## src/rtl/srio_pkg.sv

```systemverilog
// Shared SRIO definitions: packet type codes, header field positions,
// doorbell info codes and the target responder state encoding.
package srio_pkg;

    localparam logic [3:0] FTYPE_DB  = 4'hA;
    localparam logic [3:0] FTYPE_NWR = 4'h5;
    localparam logic [3:0] TTYPE_NWR = 4'h4;

    localparam int TID_MSB   = 63;
    localparam int TID_LSB   = 56;
    localparam int FTYPE_MSB = 55;
    localparam int FTYPE_LSB = 52;
    localparam int TTYPE_MSB = 51;
    localparam int TTYPE_LSB = 48;
    localparam int PRIO_MSB  = 46;
    localparam int PRIO_LSB  = 45;
    localparam int SIZE_MSB  = 43;
    localparam int SIZE_LSB  = 36;
    localparam int ADDR_MSB  = 33;
    localparam int ADDR_LSB  = 0;
    localparam int INFO_MSB  = 31;
    localparam int INFO_LSB  = 16;

    localparam logic [15:0] DB_QUERY_INFO_DEF = 16'h0101;
    localparam logic [15:0] DB_READY_INFO_DEF = 16'h0100;
    localparam logic [15:0] DB_BUSY_INFO_DEF  = 16'h01FF;

    typedef enum logic [1:0] {
        IDLE     = 2'd0,
        DB_RESP  = 2'd1,
        NWR_DATA = 2'd2,
        DROP     = 2'd3
    } state_e;

    // Responses go out one priority level above the request, capped at 3.
    function automatic logic [1:0] prio_inc(input logic [1:0] prio);
        return (prio == 2'h3) ? 2'h3 : prio + 2'h1;
    endfunction

    function automatic logic [63:0] db_resp_hdr(input logic [7:0]  tid,
                                                input logic [1:0]  prio,
                                                input logic [15:0] info);
        return {tid, FTYPE_DB, 4'h0, 1'b0, prio_inc(prio), 1'b0, 12'h000, info, 16'h0000};
    endfunction

endpackage

```

## src/rtl/db_target_resp_if.sv

```systemverilog
// Request, response and user write-port signals of the doorbell/NWRITE target.
// The slave modport is the target's view; master is the environment's view.
interface db_target_resp_if;

    logic        link_initialized;

    logic        treq_tvalid_in;
    logic        treq_tready_o;
    logic        treq_tlast_in;
    logic [63:0] treq_tdata_in;
    logic [7:0]  treq_tkeep_in;
    logic [31:0] treq_tuser_in;

    logic        tresp_tvalid_o;
    logic        tresp_tready_in;
    logic        tresp_tlast_o;
    logic [63:0] tresp_tdata_o;
    logic [7:0]  tresp_tkeep_o;
    logic [31:0] tresp_tuser_o;

    logic        user_busy_in;
    logic        user_wr_ready_in;
    logic        user_wr_en_o;
    logic [33:0] user_wr_addr_o;
    logic [63:0] user_wr_data_o;
    logic [7:0]  user_wr_keep_o;
    logic        user_wr_last_o;

    logic        nwr_done_o;
    logic        nwr_err_o;
    logic [15:0] db_rx_cnt_o;

    modport slave (
        input  link_initialized,
        input  treq_tvalid_in, treq_tlast_in, treq_tdata_in, treq_tkeep_in, treq_tuser_in,
        output treq_tready_o,
        output tresp_tvalid_o, tresp_tlast_o, tresp_tdata_o, tresp_tkeep_o, tresp_tuser_o,
        input  tresp_tready_in,
        input  user_busy_in, user_wr_ready_in,
        output user_wr_en_o, user_wr_addr_o, user_wr_data_o, user_wr_keep_o, user_wr_last_o,
        output nwr_done_o, nwr_err_o, db_rx_cnt_o
    );

    modport master (
        output link_initialized,
        output treq_tvalid_in, treq_tlast_in, treq_tdata_in, treq_tkeep_in, treq_tuser_in,
        input  treq_tready_o,
        input  tresp_tvalid_o, tresp_tlast_o, tresp_tdata_o, tresp_tkeep_o, tresp_tuser_o,
        output tresp_tready_in,
        output user_busy_in, user_wr_ready_in,
        input  user_wr_en_o, user_wr_addr_o, user_wr_data_o, user_wr_keep_o, user_wr_last_o,
        input  nwr_done_o, nwr_err_o, db_rx_cnt_o
    );

endinterface

```

## src/rtl/srio_hdr_decode.sv

```systemverilog
// Combinational split of a 64-bit SRIO header beat into the fields used by
// both the target request path and the initiator's response parser.
module srio_hdr_decode
    import srio_pkg::*;
(
    input  logic [63:0] hdr,
    output logic        is_db,
    output logic        is_nwr,
    output logic [7:0]  tid,
    output logic [1:0]  prio,
    output logic [7:0]  size,
    output logic [33:0] addr,
    output logic [15:0] info
);

    logic [3:0] ftype;
    logic [3:0] ttype;
    logic       unused_hdr_bits;

    assign ftype  = hdr[FTYPE_MSB:FTYPE_LSB];
    assign ttype  = hdr[TTYPE_MSB:TTYPE_LSB];
    assign tid    = hdr[TID_MSB:TID_LSB];
    assign prio   = hdr[PRIO_MSB:PRIO_LSB];
    assign size   = hdr[SIZE_MSB:SIZE_LSB];
    assign addr   = hdr[ADDR_MSB:ADDR_LSB];
    assign info   = hdr[INFO_MSB:INFO_LSB];

    // Doorbells carry no transaction subtype; NWRITE shares ftype 5 with other writes.
    assign is_db  = (ftype == FTYPE_DB);
    assign is_nwr = (ftype == FTYPE_NWR) && (ttype == TTYPE_NWR);

    assign unused_hdr_bits = ^{hdr[47], hdr[44], hdr[35:34]};

endmodule

```

## src/rtl/db_target_resp.sv

```systemverilog
// SRIO target responder: answers doorbell status queries with READY/BUSY,
// unpacks NWRITE payloads to the user write port and drains anything else.
module db_target_resp
    import srio_pkg::*;
#(
    parameter logic [15:0] LOCAL_ID      = 16'h00F0,
    parameter logic [15:0] DB_QUERY_INFO = DB_QUERY_INFO_DEF,
    parameter logic [15:0] DB_READY_INFO = DB_READY_INFO_DEF,
    parameter logic [15:0] DB_BUSY_INFO  = DB_BUSY_INFO_DEF
) (
    input  logic             log_clk,
    input  logic             log_rst,
    db_target_resp_if.slave  bus
);

    state_e      state_q, state_d;
    logic [63:0] resp_data_q, resp_data_d;
    logic [31:0] resp_user_q, resp_user_d;
    logic [15:0] db_cnt_q, db_cnt_d;
    logic [33:0] next_addr_q, next_addr_d;
    logic [5:0]  beat_cnt_q, beat_cnt_d;
    logic [5:0]  exp_beats_q, exp_beats_d;
    logic        wr_en_q, wr_en_d;
    logic [33:0] wr_addr_q, wr_addr_d;
    logic [63:0] wr_data_q, wr_data_d;
    logic [7:0]  wr_keep_q, wr_keep_d;
    logic        wr_last_q, wr_last_d;
    logic        done_q, done_d;
    logic        err_q, err_d;

    logic        treq_ready;
    logic        accept;
    logic        resp_active;
    logic [5:0]  beat_num;
    logic        user_not_ready;

    logic        hdr_is_db;
    logic        hdr_is_nwr;
    logic [7:0]  hdr_tid;
    logic [1:0]  hdr_prio;
    logic [7:0]  hdr_size;
    logic [33:0] hdr_addr;
    logic [15:0] hdr_info;
    logic        unused_req_bits;

    srio_hdr_decode u_hdr_decode (
        .hdr    (bus.treq_tdata_in),
        .is_db  (hdr_is_db),
        .is_nwr (hdr_is_nwr),
        .tid    (hdr_tid),
        .prio   (hdr_prio),
        .size   (hdr_size),
        .addr   (hdr_addr),
        .info   (hdr_info)
    );

    assign unused_req_bits = ^{hdr_size[2:0], bus.treq_tuser_in[15:0]};

    always_comb begin
        unique case (state_q)
            IDLE:     treq_ready = bus.link_initialized;
            DB_RESP:  treq_ready = 1'b0;
            NWR_DATA: treq_ready = bus.user_wr_ready_in;
            default:  treq_ready = 1'b1;
        endcase
    end

    assign accept         = bus.treq_tvalid_in & treq_ready;
    assign beat_num       = beat_cnt_q + 6'd1;
    assign user_not_ready = bus.user_busy_in | ~bus.user_wr_ready_in;

    // NOTE: every variable gets a default before the case so no path leaves
    // one unassigned; otherwise synthesis would infer a latch.
    always_comb begin
        state_d     = state_q;
        resp_data_d = resp_data_q;
        resp_user_d = resp_user_q;
        db_cnt_d    = db_cnt_q;
        next_addr_d = next_addr_q;
        beat_cnt_d  = beat_cnt_q;
        exp_beats_d = exp_beats_q;
        wr_en_d     = 1'b0;
        wr_addr_d   = wr_addr_q;
        wr_data_d   = wr_data_q;
        wr_keep_d   = wr_keep_q;
        wr_last_d   = 1'b0;
        done_d      = 1'b0;
        err_d       = 1'b0;

        unique case (state_q)
            IDLE: begin
                if (accept) begin
                    if (hdr_is_db) begin
                        if (bus.treq_tlast_in) begin
                            db_cnt_d = db_cnt_q + 16'd1;
                            if (hdr_info == DB_QUERY_INFO) begin
                                resp_data_d = db_resp_hdr(hdr_tid, hdr_prio,
                                    user_not_ready ? DB_BUSY_INFO : DB_READY_INFO);
                                resp_user_d = {LOCAL_ID, bus.treq_tuser_in[31:16]};
                                state_d     = DB_RESP;
                            end
                        end else begin
                            err_d   = 1'b1;
                            state_d = DROP;
                        end
                    end else if (hdr_is_nwr) begin
                        if (bus.treq_tlast_in) begin
                            err_d = 1'b1;
                        end else begin
                            next_addr_d = hdr_addr;
                            exp_beats_d = {1'b0, hdr_size[7:3]} + 6'd1;
                            beat_cnt_d  = 6'd0;
                            state_d     = NWR_DATA;
                        end
                    end else if (!bus.treq_tlast_in) begin
                        state_d = DROP;
                    end
                end
            end

            DB_RESP: begin
                if (bus.tresp_tready_in) begin
                    state_d = IDLE;
                end
            end

            NWR_DATA: begin
                if (accept) begin
                    wr_en_d     = 1'b1;
                    wr_addr_d   = next_addr_q;
                    wr_data_d   = bus.treq_tdata_in;
                    wr_keep_d   = bus.treq_tkeep_in;
                    next_addr_d = next_addr_q + 34'd8;
                    beat_cnt_d  = beat_num;
                    if (bus.treq_tlast_in) begin
                        wr_last_d = 1'b1;
                        done_d    = (beat_num == exp_beats_q);
                        err_d     = (beat_num != exp_beats_q);
                        state_d   = IDLE;
                    end else if (beat_num == exp_beats_q) begin
                        // Payload overran the header length: keep the last
                        // legal beat, flag it, and swallow the rest.
                        wr_last_d = 1'b1;
                        err_d     = 1'b1;
                        state_d   = DROP;
                    end
                end
            end

            default: begin
                if (accept && bus.treq_tlast_in) begin
                    state_d = IDLE;
                end
            end
        endcase
    end

    // NOTE: state registers take non-blocking assignments so every flop
    // samples the pre-edge value of its neighbours.
    always_ff @(posedge log_clk or posedge log_rst) begin
        if (log_rst) begin
            state_q     <= IDLE;
            resp_data_q <= '0;
            resp_user_q <= '0;
            db_cnt_q    <= '0;
            next_addr_q <= '0;
            beat_cnt_q  <= '0;
            exp_beats_q <= '0;
            wr_en_q     <= 1'b0;
            wr_addr_q   <= '0;
            wr_data_q   <= '0;
            wr_keep_q   <= '0;
            wr_last_q   <= 1'b0;
            done_q      <= 1'b0;
            err_q       <= 1'b0;
        end else begin
            state_q     <= state_d;
            resp_data_q <= resp_data_d;
            resp_user_q <= resp_user_d;
            db_cnt_q    <= db_cnt_d;
            next_addr_q <= next_addr_d;
            beat_cnt_q  <= beat_cnt_d;
            exp_beats_q <= exp_beats_d;
            wr_en_q     <= wr_en_d;
            wr_addr_q   <= wr_addr_d;
            wr_data_q   <= wr_data_d;
            wr_keep_q   <= wr_keep_d;
            wr_last_q   <= wr_last_d;
            done_q      <= done_d;
            err_q       <= err_d;
        end
    end

    // Ready is gated by reset so no output is live while reset is held.
    assign bus.treq_tready_o  = treq_ready & ~log_rst;

    assign resp_active        = (state_q == DB_RESP);
    assign bus.tresp_tvalid_o = resp_active;
    assign bus.tresp_tlast_o  = resp_active;
    assign bus.tresp_tkeep_o  = resp_active ? 8'hFF : 8'h00;
    assign bus.tresp_tdata_o  = resp_active ? resp_data_q : 64'h0;
    assign bus.tresp_tuser_o  = resp_active ? resp_user_q : 32'h0;

    assign bus.user_wr_en_o   = wr_en_q;
    assign bus.user_wr_addr_o = wr_addr_q;
    assign bus.user_wr_data_o = wr_data_q;
    assign bus.user_wr_keep_o = wr_keep_q;
    assign bus.user_wr_last_o = wr_last_q;

    assign bus.nwr_done_o     = done_q;
    assign bus.nwr_err_o      = err_q;
    assign bus.db_rx_cnt_o    = db_cnt_q;

endmodule

```

## src/flat_wrapper.sv

```systemverilog
// flat-port wrapper written by rule: the top's interface ports become plain ports
module db_target_resp_flat import srio_pkg::*;
#(
    parameter logic [15:0] LOCAL_ID      = 16'h00F0,
    parameter logic [15:0] DB_QUERY_INFO = DB_QUERY_INFO_DEF,
    parameter logic [15:0] DB_READY_INFO = DB_READY_INFO_DEF,
    parameter logic [15:0] DB_BUSY_INFO  = DB_BUSY_INFO_DEF
)
  (log_clk, log_rst, bus_link_initialized, bus_treq_tvalid_in, bus_treq_tlast_in, bus_treq_tdata_in, bus_treq_tkeep_in, bus_treq_tuser_in, bus_treq_tready_o, bus_tresp_tvalid_o, bus_tresp_tlast_o, bus_tresp_tdata_o, bus_tresp_tkeep_o, bus_tresp_tuser_o, bus_tresp_tready_in, bus_user_busy_in, bus_user_wr_ready_in, bus_user_wr_en_o, bus_user_wr_addr_o, bus_user_wr_data_o, bus_user_wr_keep_o, bus_user_wr_last_o, bus_nwr_done_o, bus_nwr_err_o, bus_db_rx_cnt_o);
  db_target_resp_if bus_i ();
  input  logic log_clk;
  input  logic log_rst;
  input wire logic [$bits(bus_i.link_initialized)-1:0] bus_link_initialized;
  input wire logic [$bits(bus_i.treq_tvalid_in)-1:0] bus_treq_tvalid_in;
  input wire logic [$bits(bus_i.treq_tlast_in)-1:0] bus_treq_tlast_in;
  input wire logic [$bits(bus_i.treq_tdata_in)-1:0] bus_treq_tdata_in;
  input wire logic [$bits(bus_i.treq_tkeep_in)-1:0] bus_treq_tkeep_in;
  input wire logic [$bits(bus_i.treq_tuser_in)-1:0] bus_treq_tuser_in;
  output wire logic [$bits(bus_i.treq_tready_o)-1:0] bus_treq_tready_o;
  output wire logic [$bits(bus_i.tresp_tvalid_o)-1:0] bus_tresp_tvalid_o;
  output wire logic [$bits(bus_i.tresp_tlast_o)-1:0] bus_tresp_tlast_o;
  output wire logic [$bits(bus_i.tresp_tdata_o)-1:0] bus_tresp_tdata_o;
  output wire logic [$bits(bus_i.tresp_tkeep_o)-1:0] bus_tresp_tkeep_o;
  output wire logic [$bits(bus_i.tresp_tuser_o)-1:0] bus_tresp_tuser_o;
  input wire logic [$bits(bus_i.tresp_tready_in)-1:0] bus_tresp_tready_in;
  input wire logic [$bits(bus_i.user_busy_in)-1:0] bus_user_busy_in;
  input wire logic [$bits(bus_i.user_wr_ready_in)-1:0] bus_user_wr_ready_in;
  output wire logic [$bits(bus_i.user_wr_en_o)-1:0] bus_user_wr_en_o;
  output wire logic [$bits(bus_i.user_wr_addr_o)-1:0] bus_user_wr_addr_o;
  output wire logic [$bits(bus_i.user_wr_data_o)-1:0] bus_user_wr_data_o;
  output wire logic [$bits(bus_i.user_wr_keep_o)-1:0] bus_user_wr_keep_o;
  output wire logic [$bits(bus_i.user_wr_last_o)-1:0] bus_user_wr_last_o;
  output wire logic [$bits(bus_i.nwr_done_o)-1:0] bus_nwr_done_o;
  output wire logic [$bits(bus_i.nwr_err_o)-1:0] bus_nwr_err_o;
  output wire logic [$bits(bus_i.db_rx_cnt_o)-1:0] bus_db_rx_cnt_o;
  assign bus_i.link_initialized = bus_link_initialized;
  assign bus_i.treq_tvalid_in = bus_treq_tvalid_in;
  assign bus_i.treq_tlast_in = bus_treq_tlast_in;
  assign bus_i.treq_tdata_in = bus_treq_tdata_in;
  assign bus_i.treq_tkeep_in = bus_treq_tkeep_in;
  assign bus_i.treq_tuser_in = bus_treq_tuser_in;
  assign bus_treq_tready_o = bus_i.treq_tready_o;
  assign bus_tresp_tvalid_o = bus_i.tresp_tvalid_o;
  assign bus_tresp_tlast_o = bus_i.tresp_tlast_o;
  assign bus_tresp_tdata_o = bus_i.tresp_tdata_o;
  assign bus_tresp_tkeep_o = bus_i.tresp_tkeep_o;
  assign bus_tresp_tuser_o = bus_i.tresp_tuser_o;
  assign bus_i.tresp_tready_in = bus_tresp_tready_in;
  assign bus_i.user_busy_in = bus_user_busy_in;
  assign bus_i.user_wr_ready_in = bus_user_wr_ready_in;
  assign bus_user_wr_en_o = bus_i.user_wr_en_o;
  assign bus_user_wr_addr_o = bus_i.user_wr_addr_o;
  assign bus_user_wr_data_o = bus_i.user_wr_data_o;
  assign bus_user_wr_keep_o = bus_i.user_wr_keep_o;
  assign bus_user_wr_last_o = bus_i.user_wr_last_o;
  assign bus_nwr_done_o = bus_i.nwr_done_o;
  assign bus_nwr_err_o = bus_i.nwr_err_o;
  assign bus_db_rx_cnt_o = bus_i.db_rx_cnt_o;
  db_target_resp #(.LOCAL_ID(LOCAL_ID), .DB_QUERY_INFO(DB_QUERY_INFO), .DB_READY_INFO(DB_READY_INFO), .DB_BUSY_INFO(DB_BUSY_INFO)) u_core (.log_clk(log_clk), .log_rst(log_rst), .bus(bus_i));
endmodule
```

## config.mk

```make
export PLATFORM = sky130hd
export DESIGN_NAME = db_target_resp_flat
export DESIGN_NICKNAME = d
export VERILOG_FILES = /design/src/rtl/srio_pkg.sv /design/src/rtl/db_target_resp_if.sv /design/src/rtl/srio_hdr_decode.sv /design/src/rtl/db_target_resp.sv /design/src/flat_wrapper.sv
export SDC_FILE = /design/constraint.sdc
export NUM_CORES = 1
export LEC_CHECK = 0
export CELL_PAD_IN_SITES_DETAIL_PLACEMENT = 1
export CELL_PAD_IN_SITES_GLOBAL_PLACEMENT = 1
export CORE_MARGIN = 2
export CORE_UTILIZATION = 30
export DETAILED_ROUTE_END_ITERATION = 10
export PLACE_DENSITY = 0.83
export SETUP_SLACK_MARGIN = 0.1
export SYNTH_ARGS = -nofsm -noshare
export SYNTH_HDL_FRONTEND = slang
export SYNTH_SLANG_ARGS = --single-unit
```

## constraint.sdc

```tcl
create_clock -name log_clk -period 18.1 [get_ports log_clk]
set_clock_uncertainty 0.05 [all_clocks]
set_input_delay 2.715 -clock log_clk [delete_from_list [all_inputs] [get_ports log_clk]]
set_output_delay 2.715 -clock log_clk [all_outputs]
set_load 0.01 [all_outputs]
```

# == Word level (Yosys, flattened, before mapping) ==
# Index checks and enable logic that the tools add are counted.
# word_totals
register_bits,219
input_bits,112
out_inout_bits,233
wordCells,103
# classes
n_addsub,5
eq_ne,18
mux,48
bitwise,7
reduce_logical,11
# op_table
operator,count
34-bit 2-to-1 mux,5
34-bit one-hot mux with 2 select lines,1
64-bit 2-to-1 mux,1
34-bit by 4-bit adder with 34-bit output (second input constant),1
6-bit 2-to-1 mux,5
2-bit 2-to-1 mux,13
24-bit 2-to-1 mux,1
16-bit by 1-bit adder with 16-bit output (second input constant),1
16-bit by 9-bit equality test with 1-bit output (second input constant),1
1-bit 2-to-1 mux,16
8-bit 2-to-1 mux,2
6-bit one-hot mux with 2 select lines,1
5-bit AND reduction,2
3-bit by 2-bit != test with 1-bit output (second input constant),3
4-bit by 3-bit equality test with 1-bit output (second input constant),2
7-bit AND reduction,1
5-bit by 1-bit adder with 6-bit output (second input constant),1
6-bit by 1-bit adder with 6-bit output (second input constant),1
6-bit equality test,1
2-bit by 1-bit != test with 1-bit output (second input constant),3
2-bit != test (second input constant),3
6-bit != test,1
2-bit one-hot mux with 3 select lines,1
6-bit AND reduction,1
15 further kinds,21

# == Depth between registers and ports, before layout ==
# Gate-level depths: netlist of the first run.
# logic_depth
ltp_word,6
ltp_mapped,9
ltp_nobuf,9

# == Modules after synthesis ==
# Synthesis of the first run repeated with hierarchy kept, for this count alone.
# unflattened
hier_cells,1127
hier_area_um2,10299.9
# by_module_without_submodules
module,n_inst,cells_per_inst,area_each_um2,seq_area_each_um2
db_target_resp,1,1055,9753.1,5054.8
srio_hdr_decode,1,72,546.8,0.0

# == Least setup slack after synthesis of the first run ==
# No wires, ideal clock.
# synth_timing
path_kind,in2out
startpoint,in bus_link_initialized
endpoint,out bus_treq_tready_o
arrival_ps,3187
required_time_ps,15335
slack_ps,12148
cell_stages,2
n_path_buf,0
path_cell_list,nand2b_2 a211oi_1
# synth_between
elab_chain_cells,2
# synth_rtl
item,line,rtl
start: declaration,flat_wrapper.sv:13,input wire logic [$bits(bus_i.link_initialized)-1:0] bus_link_initialized;
1-bit one-hot mux with 3 select lines,db_target_resp.sv:60,unique case (state_q)
1-bit bitwise AND,db_target_resp.sv:195,assign bus.treq_tready_o = treq_ready & ~log_rst;
end: declaration,flat_wrapper.sv:19,output wire logic [$bits(bus_i.treq_tready_o)-1:0] bus_treq_tready_o;
# Every way passes these cells.

# == Worst setup path after layout of the first run ==
# layout_timing
startpoint,in bus_user_wr_ready_in
endpoint,out bus_treq_tready_o
# layout_between
elab_chain_cells,2
# layout_rtl
item,line,rtl
start: declaration,flat_wrapper.sv:27,input wire logic [$bits(bus_i.user_wr_ready_in)-1:0] bus_user_wr_ready_in;
1-bit one-hot mux with 3 select lines,db_target_resp.sv:60,
1-bit bitwise AND,db_target_resp.sv:195,
# Every way passes these cells.

==> impl_metrics.csv, run 1 <==
group,metric,value,unit
clocking,cts_resized,0,
timing,setup_ws,11.03,ns
power_and_ir_drop,vdd_ir_drop_max,0.07704,mV
clocking,clock_path_buffers,3,
worst_setup_path,critPathCaptureType,"output pin",
floorplanning,rows,66,
route,drt_iter0_drc,394,
worst_setup_path,critPathRequiredTime,15.34,ns
synth,syn_avg_cell_area,9.208,sq um
synth,synth_top_area_share,51.60,%
layout,layout.nets,1409,
timing,hold_viol_final,0,
placement,gp_congestion,0.7656,
layout,antenna_cells,0,
clocking,cts_buffers,25,
synth,synth_xor_area_share,2.503,%
power_and_ir_drop,switching_share,36.54,%
layout,multi_input_area,0.004059,sq mm
worst_setup_path,reg2reg_depth,8,
synth,syn-cell-area,0.009797,sq mm
synth,synth_top_area_cell,"dfrtp_1",
worst_setup_path,critPathSlowestCell,"clkdlybuf4s50_1",
synth,synth_ff_type,"dfrtp_1",
floorplanning,die_x,184.7,microns
route,drc_errors,0,
floorplanning,die_y,184.7,microns
worst_hold_path,min_path_type,"flop to flop",
global_route,grt_pass1_wl,47.48,mm
clocking,htreeDepth,1,
power_and_ir_drop,p_per_area,147.5,mW/mm^2
synth,async_reset_ff_share,100.0,%
route,vias,8226,
worst_setup_path,crit_fanout,5,
synth,yosys.area_share.simple,24.66,%
placement,portBuffers,273,
global_route,grt_overflow,0,
synth,synth_seq_cells,202,
clocking,cts_setup_buffers,0,
worst_setup_path,r2r_slack,14.25,ns
route,drtPass1Iterations,4,
power_and_ir_drop,seqPwrFrac,37.1,%
synth,ys_warn_count,0,
floorplanning,start_util,30.26,%
synth,ys_seq_area_share,51.60,%
synth,synthAdderAreaFrac,0.7663,%
global_route,grt_usage,17.50,%
route,ant_nets,0,
flow_run,drv_cap,0,
timing,setup_viol_count_final,0,
synth,synth_compound_area_share,7.803,%
timing,slew_violations,0,
synth,synthMuxAreaShare,3.295,%
power_and_ir_drop,p_clk_share,25.0,%
timing,fmax,141.5,MHz
floorplanning,ioPinCount,345,
timing,worstMarginPinSlew,0.9814,ns
placement,post-dp-hpwl,20.95,mm
power_and_ir_drop,combPwrFrac,37.8,%
clocking,cts_tree,"yes",
route,viasPerCell,4.701,
worst_setup_path,cp_common_cell,"clkdlybuf4s50_1",
worst_setup_path,critical-path-top-delay-family,"buffers and inverters",
floorplanning,die-area,0.03412,sq mm
layout,seqCellArea,0.005055,sq mm
route,wl,30.47,mm
clocking,clockRootBuffer,"clkbuf_16",
global_route,grt_pass1_vias,8743,
timing,timing.final.crit_share,39.04,%
clocking,clkSinkCount,202,
timing,setup_tns,0,ns
worst_hold_path,whs_path_depth,1,
global_route,grt_max_degree,133,
worst_setup_path,max_stage_delay,0.65,ns
route,wl_per_cell,17.41,microns
synth,synth.distinct_cells,62,
synth,synth_top_family_by_area,"simple AND/OR/NAND/NOR gates",
power_and_ir_drop,total_power,1.962,mW
status,status,"finished clean",
power_and_ir_drop,p_leak,6.156,nW
layout,fill_cells,3748,
worst_hold_path,holdCritStartpoint,"u_core.resp_data_q[55]",
layout,areaGrowthSynthToFinish,35.76,%
clocking,clk-insertion-delay-late,0.51,ns
worst_setup_path,crit_arrival,4.30,ns
layout,drive_gt1_share,5.657,%
global_route,antenna_found_initial,1,
placement,dp_slack,11.03,ns
worst_setup_path,critPathKind,"input port to output pin",
synth,syn_inst,1064,
worst_setup_path,path_cells,"clkdlybuf4s50_1 -> nor2_1 -> a211oi_1 -> clkdlybuf4s50_1",
synth,synth_edf_count,0,
power_and_ir_drop,switchingPower,0.7171,mW
worst_setup_path,r2r_end,"u_core.next_addr_q[16]",
timing,rsz0062_at_grt,"no",
timing,min_period,7.066,ns
synth,ys_top_cells_by_area,"dfrtp_1 (52%), nand2_1 (14%), buf_4 (6.4%)",
clocking,clkTransAtPathRegs,0.06,ns
timing,slew_headroom,34.57,%
worst_hold_path,min_to,"u_core.resp_data_q[55]",
floorplanning,coreArea,0.03237,sq mm
clocking,cts_hold_buffers,0,
worst_setup_path,crit_buf_inv,2,
power_and_ir_drop,p_int,1.245,mW
worst_setup_path,startpoint_type,"input port",
worst_setup_path,r2r_start,"u_core.state_q[1]",
cell usage in the layout (no fill, tap or decap), types with 8 or more instances in the layout:
master / n
buf_4: 8
nand3_1: 27
o22ai_1: 8
nand4_1: 13
a2bb2oi_1: 8
nor3_1: 8
xnor2_1: 19
nor2_1: 38
xor2_1: 9
clkbuf_16: 25
a31oi_1: 10
conb_1: 55
nand2_1: 360
a21oi_1: 34
mux2_1: 21
o21ai_0: 38
clkdlybuf4s50_1: 273
dfrtp_1: 202
and3_1: 17
and2_1: 31
worst register-to-register path, delay by kind of cell (launching register included):
family,cells,cell delay (ns)
buffers and inverters,3,1.80
AND/OR/NAND/NOR,3,0.91
flip-flops,1,0.62
AO/OA/AOI/OAI,2,0.35
state kept, by name, summed over array words and instances, names as in the netlist:
signal                     count
u_core.bus.nwr_done_o          1
u_core.bus.db_rx_cnt_o        16
u_core.resp_user_q            16
u_core.bus.user_wr_last_o      1
u_core.bus.user_wr_data_o     64
u_core.exp_beats_q             6
u_core.bus.nwr_err_o           1
u_core.next_addr_q            34
u_core.bus.user_wr_en_o        1
u_core.bus.user_wr_addr_o     34
u_core.bus.user_wr_keep_o      8
u_core.resp_data_q            12
u_core.beat_cnt_q              6
u_core.state_q                 2
logic make-up (layout without fill, tap and decap cells):
| family | Yosys count | in the layout |
|---|---|---|
| mux | 29 | 29 |
| compound gates | 120 | 120 |
| other cells | 1 | 55 |
| xor+xnor | 28 | 28 |
| flops | 202 | 202 |
| fa+ha+maj | 6 | 6 |
| buf+inv | 144 | 334 |
| simple gates | 534 | 534 |
per-stage QoR:
stage	util, %	instance area (sq um)	hold WS [ns]	std cells
floorplan	-	10000	0.3801	1118
global placement	38.62	12500	0.3974	1706
detailed placement	38.62	12500	0.3960	1706
CTS	41.09	13300	0.4212	1750
global route	41.09	13300	0.4479	1750
finish	41.09	13300	0.4221	1750
worst max-delay path by stage:
stage	startpoint	endpoint	depth (start not counted)	slack, ns
6_report	bus_user_wr_ready_in	bus_treq_tready_o	4	11.03
5_1_grt	bus_user_wr_ready_in	bus_treq_tready_o	4	10.98
4_1_cts	bus_user_wr_ready_in	bus_treq_tready_o	4	11.02
3_5_place_dp	bus_user_wr_ready_in	bus_treq_tready_o	4	11.03
3_3_place_gp	bus_user_wr_ready_in	bus_treq_tready_o	4	11.03
2_1_floorplan	log_rst	u_core.beat_cnt_q[0]	1	9.82
synth_stat cells, types with 2 or more instances:
cell	number
nor4b_1	3
ha_1	6
nand2_1	360
buf_6	5
nor2b_1	3
dfrtp_1	202
a21oi_1	34
xnor2_1	19
or2_2	2
mux2_1	21
nand3_1	28
inv_1	8
a41oi_1	2
o22ai_1	8
o21ai_0	38
and4_1	7
a31oi_1	10
a2bb2oi_1	8
buf_4	84
nor4_1	5
buf_1	3
nor3_1	8
nand4_1	13
nor2_1	38
and3_1	17
mux2_2	5
nand2b_1	3
xor2_1	9
buf_2	17
nor4_2	4
o22a_1	6
mux2i_1	3
and2_1	31
clkbuf_1	26
power by group through the flow:
stage / Sequential [mW] / Clock (mW) / Combinational [mW]
after global routing: 0.752 / 0.527 / 0.819
after global placement: 0.721 / 0 / 0.724
after floorplan: 0.755 / 0 / 0.351
after CTS: 0.729 / 0.508 / 0.756
final: 0.729 / 0.492 / 0.742
after detailed placement: 0.734 / 0 / 0.750
per-layer routing:
metal	track usage [%]	routed length [microns]	part of all wire, %	vias up
li1	-	-	-	3840
met1	21.72	12830	42	4101
met2	30.50	14950	49	241
met3	3.715	1949	6.4	42
met4	5.270	733	2.4	2
met5	0	13	0.043	-
layout make-up:
type                            count  area share, %
Clock buffer                       33          5.155
Tap cell                          442          4.158
Multi-Input combinational cell    772          30.52
Clock inverter                     11         0.8373
Timing Repair Buffer              281          21.00
Sequential cell                   202          38.01
Inverter                            9         0.3293
No activity file was read; power rests on OpenSTA's default activity.
==> run 2, diff against run 1 <==
--- a/config.mk
+++ b/config.mk
@@ -10,7 +10,7 @@
 export CORE_MARGIN = 2
 export CORE_UTILIZATION = 30
 export DETAILED_ROUTE_END_ITERATION = 10
-export PLACE_DENSITY = 0.83
+export PLACE_DENSITY = 0.85
 export SETUP_SLACK_MARGIN = 0.1
 export SYNTH_ARGS = -nofsm -noshare
 export SYNTH_HDL_FRONTEND = slang
==> constraint.sdc (replaced) <==
create_clock -name log_clk -period 6.3 [get_ports log_clk]
set_clock_uncertainty 0.05 [all_clocks]
set_input_delay 0.945 -clock log_clk [delete_from_list [all_inputs] [get_ports log_clk]]
set_output_delay 0.945 -clock log_clk [all_outputs]
set_load 0.01 [all_outputs]
==> impl_metrics.csv, run 2 (same netlist as run 1, synthesis figures left out) <==
group,metric,value,unit
clocking,cts_tree,"yes",
layout,seqCellArea,0.005055,sq mm
placement,gp_congestion,0.7692,
clocking,clockRootBuffer,"clkbuf_16",
worst_setup_path,crit_arrival,4.56,ns
power_and_ir_drop,p_clk_share,25.0,%
route,ant_nets,0,
worst_setup_path,critPathRequiredTime,6.65,ns
clocking,cts_hold_buffers,0,
power_and_ir_drop,vdd_ir_drop_max,0.1802,mV
power_and_ir_drop,p_leak,6.147,nW
timing,slew_headroom,28.99,%
power_and_ir_drop,switchingPower,2.049,mW
timing,worstMarginPinSlew,1.065,ns
power_and_ir_drop,total_power,5.633,mW
floorplanning,die-area,0.03412,sq mm
global_route,antenna_found_initial,1,
layout,antenna_cells,0,
global_route,grt_pass1_wl,47.42,mm
route,wl,30.56,mm
clocking,clkTransAtPathRegs,0.06,ns
placement,post-dp-hpwl,21.38,mm
layout,areaGrowthSynthToFinish,35.81,%
route,viasPerCell,4.689,
clocking,cts_resized,0,
timing,fmax,237.9,MHz
timing,setup_tns,0,ns
global_route,grt_max_degree,121,
global_route,grt_overflow,0,
layout,layout_commonest_cell,"nand2_1",
power_and_ir_drop,p_per_area,423.4,mW/mm^2
timing,hold_viol_final,0,
floorplanning,coreArea,0.03237,sq mm
layout,multi_input_area,0.004059,sq mm
timing,hold_slack,0.4225,ns
layout,drive_gt1_share,5.441,%
clocking,cts_setup_buffers,0,
route,drc_errors,0,
status,status,"finished clean",
floorplanning,die_x,184.7,microns
floorplanning,rows,66,
timing,setup_ws,2.096,ns
power_and_ir_drop,switching_share,36.37,%
route,drtPass1Iterations,4,
layout,fin_util,41.10,%
layout,fill_cells,3722,
route,drt_iter0_drc,382,
placement,dp_slack,1.836,ns
route,vias,8191,
clocking,clk-insertion-delay-late,0.52,ns
layout,final_cell_mix,"nand2_1 (360), clkdlybuf4s50_1 (273), dfrtp_1 (202), conb_1 (55)",
global_route,grt_usage,17.53,%
timing,timing.final.crit_share,66.73,%
power_and_ir_drop,seqPwrFrac,37.1,%
power_and_ir_drop,p_int,3.584,mW
clocking,htreeDepth,1,
clocking,clock_path_buffers,3,
clocking,clkSinkCount,202,
placement,portBuffers,273,
timing,rsz0062_at_grt,"no",
worst_setup_path,reg2reg_depth,8,
timing,min_period,4.204,ns
layout,largest_reg_flops,64,
worst_setup_path,startpoint_type,"flop",
worst_setup_path,critPathCaptureType,"flop",
clocking,cts_buffers,25,
flow_run,drv_cap,0,
power_and_ir_drop,combPwrFrac,37.8,%
floorplanning,start_util,30.26,%
floorplanning,ioPinCount,345,
route,wl_per_cell,17.49,microns
worst_setup_path,critPathKind,"flop to flop",
timing,slew_violations,0,
worst_hold_path,whs_path_depth,2,
timing,setup_viol_count_final,0,
worst_setup_path,crit_fanout,68,
layout,layout.nets,1410,
global_route,grt_pass1_vias,8517,
floorplanning,die_y,184.7,microns
worst_hold_path,min_path_type,"flop to flop",
run 2: per-stage QoR:
stage	std cells	cell area [sq um]
after floorplan	1118	10000
after CTS	1747	13310
after global routing	1747	13310
after global placement	1707	12520
final	1747	13310
after detailed placement	1707	12520
run 2: worst max-delay path, cell delays in order (launching register included):
cell     delay [ns]
dfrtp_1        0.65
nor2b_4        0.23
buf_4          0.54
nand3_4        0.65
inv_4          0.86
buf_4          0.54
nand2_1        0.14
o32ai_1        0.18
o21ba_2        0.21
run 2: final timing paths:
kind                                                      end                     startpoint  slack (ns)
worst max-delay path                   u_core.next_addr_q[16]              u_core.state_q[1]        2.10
worst min-delay path            u_core.bus.user_wr_data_o[53]  u_core.bus.user_wr_data_o[53]        0.42
worst max register to register         u_core.next_addr_q[16]              u_core.state_q[1]        2.10
worst min register to register  u_core.bus.user_wr_data_o[53]  u_core.bus.user_wr_data_o[53]        0.42
max in group asynchronous           u_core.bus.db_rx_cnt_o[0]                        log_rst        4.35
min in group asynchronous                   u_core.state_q[1]                        log_rst        0.89
run 2: cell type report:
class / count / area share, %
clock buffers: 34 / 5.257
inverters: 9 / 0.3009
clock inverters: 6 / 0.6489
multi-input cells: 772 / 30.51
well taps: 442 / 4.156
flip-flops and latches: 202 / 37.99
repair buffers: 282 / 21.14
run 2: per-layer routing:
metal	track usage, %	part of all wire (%)
met2	30.62	50
met3	3.754	7.1
met1	21.30	40
met4	6.222	3.0
met5	0	0.036
run 2: power by group through the flow:
stage	registers [mW]	clock network (mW)	logic [mW]
after global placement	2.07	0	2.08
after detailed placement	2.11	0	2.16
final	2.09	1.41	2.13
after global routing	2.16	1.52	2.36
after CTS	2.09	1.46	2.18
after floorplan	2.17	0	1.01
==> run 3, diff against run 2 <==
--- a/config.mk
+++ b/config.mk
@@ -10,7 +10,7 @@
 export CORE_MARGIN = 2
 export CORE_UTILIZATION = 30
 export DETAILED_ROUTE_END_ITERATION = 10
-export PLACE_DENSITY = 0.85
+export PLACE_DENSITY = 0.83
 export SETUP_SLACK_MARGIN = 0.1
 export SYNTH_ARGS = -nofsm -noshare
 export SYNTH_HDL_FRONTEND = slang
==> constraint.sdc (replaced) <==
create_clock -name log_clk -period 3.95 [get_ports log_clk]
set_clock_uncertainty 0.05 [all_clocks]
set_input_delay 0.5925 -clock log_clk [delete_from_list [all_inputs] [get_ports log_clk]]
set_output_delay 0.5925 -clock log_clk [all_outputs]
set_load 0.01 [all_outputs]
==> impl_metrics.csv, run 3 (same netlist as run 1, synthesis figures left out) <==
group,metric,value,unit
global_route,antenna_found_initial,1,
worst_setup_path,critical-path-top-delay-family,"simple AND/OR/NAND/NOR gates",
global_route,grt_overflow,0,
timing,rsz0062_at_grt,"no",
layout,seqCellArea,0.005055,sq mm
route,drt_iter0_drc,283,
clocking,cts_tree,"yes",
power_and_ir_drop,p_leak,6.203,nW
layout,multi_input_area,0.004059,sq mm
timing,setup_tns,0,ns
layout,layout.nets,1414,
placement,post_dp_cell_area,0.01256,sq mm
clocking,clkTransAtPathRegs,0.06,ns
timing,fmax,291.6,MHz
global_route,grt_max_degree,82,
worst_setup_path,crit_buf_inv,2,
worst_setup_path,critPathRequiredTime,3.31,ns
layout,fill_cells,3708,
placement,portBuffers,273,
route,vias,8217,
floorplanning,die-area,0.03412,sq mm
clocking,cts_buffers,25,
clocking,htreeDepth,1,
layout,drive_gt1_share,6.388,%
global_route,grt_pass1_vias,8804,
global_route,grt_usage,17.96,%
clocking,clk-insertion-delay-late,0.53,ns
timing,slew_violations,0,
worst_setup_path,crit_path_end,"bus_tresp_tuser_o[15]",
layout,largest_reg_flops,64,
floorplanning,rows,66,
worst_setup_path,r2r_slack,1.04,ns
worst_setup_path,critPathKind,"flop to output pin",
route,drtPass1Iterations,4,
timing,min_period,3.429,ns
flow_run,drv_cap,0,
route,ant_nets,0,
floorplanning,ioPinCount,345,
worst_setup_path,max_stage_delay,0.68,ns
worst_setup_path,crit_fanout,23,
timing,setup_viol_count_final,0,
floorplanning,coreArea,0.03237,sq mm
worst_setup_path,critPathSlowestCell,"nor2b_2",
clocking,clockRootBuffer,"clkbuf_16",
worst_setup_path,critPathCaptureType,"output pin",
worst_setup_path,r2r_end,"u_core.next_addr_q[33]",
status,status,"finished clean",
worst_hold_path,min_path_type,"flop to flop",
clocking,cts_resized,0,
route,wl,30.53,mm
power_and_ir_drop,p_per_area,680.5,mW/mm^2
clocking,cts_setup_buffers,0,
floorplanning,die_y,184.7,microns
placement,dp_slack,0.6252,ns
placement,post-dp-hpwl,21.26,mm
timing,worstMarginPinSlew,0.9282,ns
route,drc_errors,0,
route,viasPerCell,4.674,
clocking,clkSinkCount,202,
layout,layout_commonest_cell,"nand2_1",
floorplanning,die_x,184.7,microns
layout,final_cell_mix,"nand2_1 (360), clkdlybuf4s50_1 (273), dfrtp_1 (202), conb_1 (55)",
layout,areaGrowthSynthToFinish,36.99,%
global_route,grt_pass1_wl,48.74,mm
timing,hold_viol_final,0,
power_and_ir_drop,vdd_ir_drop_max,0.3997,mV
layout,finalInstanceArea,0.01342,sq mm
worst_setup_path,startpoint_type,"flop",
route,wl_per_cell,17.37,microns
timing,slew_headroom,38.12,%
floorplanning,start_util,30.26,%
placement,gp_congestion,0.7981,
worst_setup_path,worstSetupStartpoint,"u_core.state_q[1]",
worst_setup_path,reg2reg_depth,7,
worst_setup_path,path_cells,"nor2b_2 -> buf_4 -> and2_1 -> clkdlybuf4s50_1",
worst_setup_path,r2r_start,"u_core.state_q[1]",
timing,setup_ws,0.5210,ns
worst_setup_path,worst-path-stages,4,
timing,timing.final.crit_share,86.81,%
clocking,clock_path_buffers,3,
worst_setup_path,crit_arrival,2.79,ns
clocking,cts_hold_buffers,0,
## run 3: cell type report
| class | instances | share of cell area (%) |
|---|---|---|
| diodes | 1 | 0.01865 |
| multi-input cells | 772 | 30.24 |
| clock buffers | 30 | 5.025 |
| repair buffers | 286 | 21.28 |
| well taps | 442 | 4.121 |
| inverters | 9 | 0.2983 |
| clock inverters | 16 | 1.352 |
| flip-flops and latches | 202 | 37.67 |
## run 3: worst min path at each step
stage | from | end | slack (ns) | depth (start not counted)
after floorplan | u_core.resp_data_q[55] | u_core.resp_data_q[55] | 0.38 | 1
after global placement | u_core.resp_data_q[55] | u_core.resp_data_q[55] | 0.40 | 1
after detailed placement | u_core.resp_data_q[55] | u_core.resp_data_q[55] | 0.40 | 1
after CTS | u_core.resp_data_q[55] | u_core.resp_data_q[55] | 0.42 | 1
after global routing | u_core.resp_data_q[55] | u_core.resp_data_q[55] | 0.43 | 1
final | u_core.resp_data_q[55] | u_core.resp_data_q[55] | 0.42 | 1
## run 3: power breakdown
part | switching [mW] | total (mW) | leakage (nW) | internal (mW)
sequential | 0.574 | 3.33 | 2.58 | 2.76
combinational | 1.82 | 3.42 | 3.21 | 1.61
clock | 0.952 | 2.38 | 0.415 | 1.42
total | 3.34 | 9.13 | 6.20 | 5.79
## run 3: through the flow
step	hold slack, ns	instances	utilization, %	power [mW]
3_5_place_dp	0.4048	1711	38.81	6.805
5_1_grt	0.4293	1757	41.45	9.778
4_1_cts	0.4178	1757	41.45	9.264
2_1_floorplan	0.3801	1118	-	5.068
6_report	0.4194	1758	41.46	9.133
3_3_place_gp	0.3970	1711	38.81	6.637
## run 3: routing by layer
metal  vias up  wire length, microns  GRT usage (%)
met3        56                  2008          4.189
met5         -                     0              0
met2       240                 14570          30.84
li1       3851                     -              -
met4         0                  1109          6.254
met1      4070                 12840          22.07
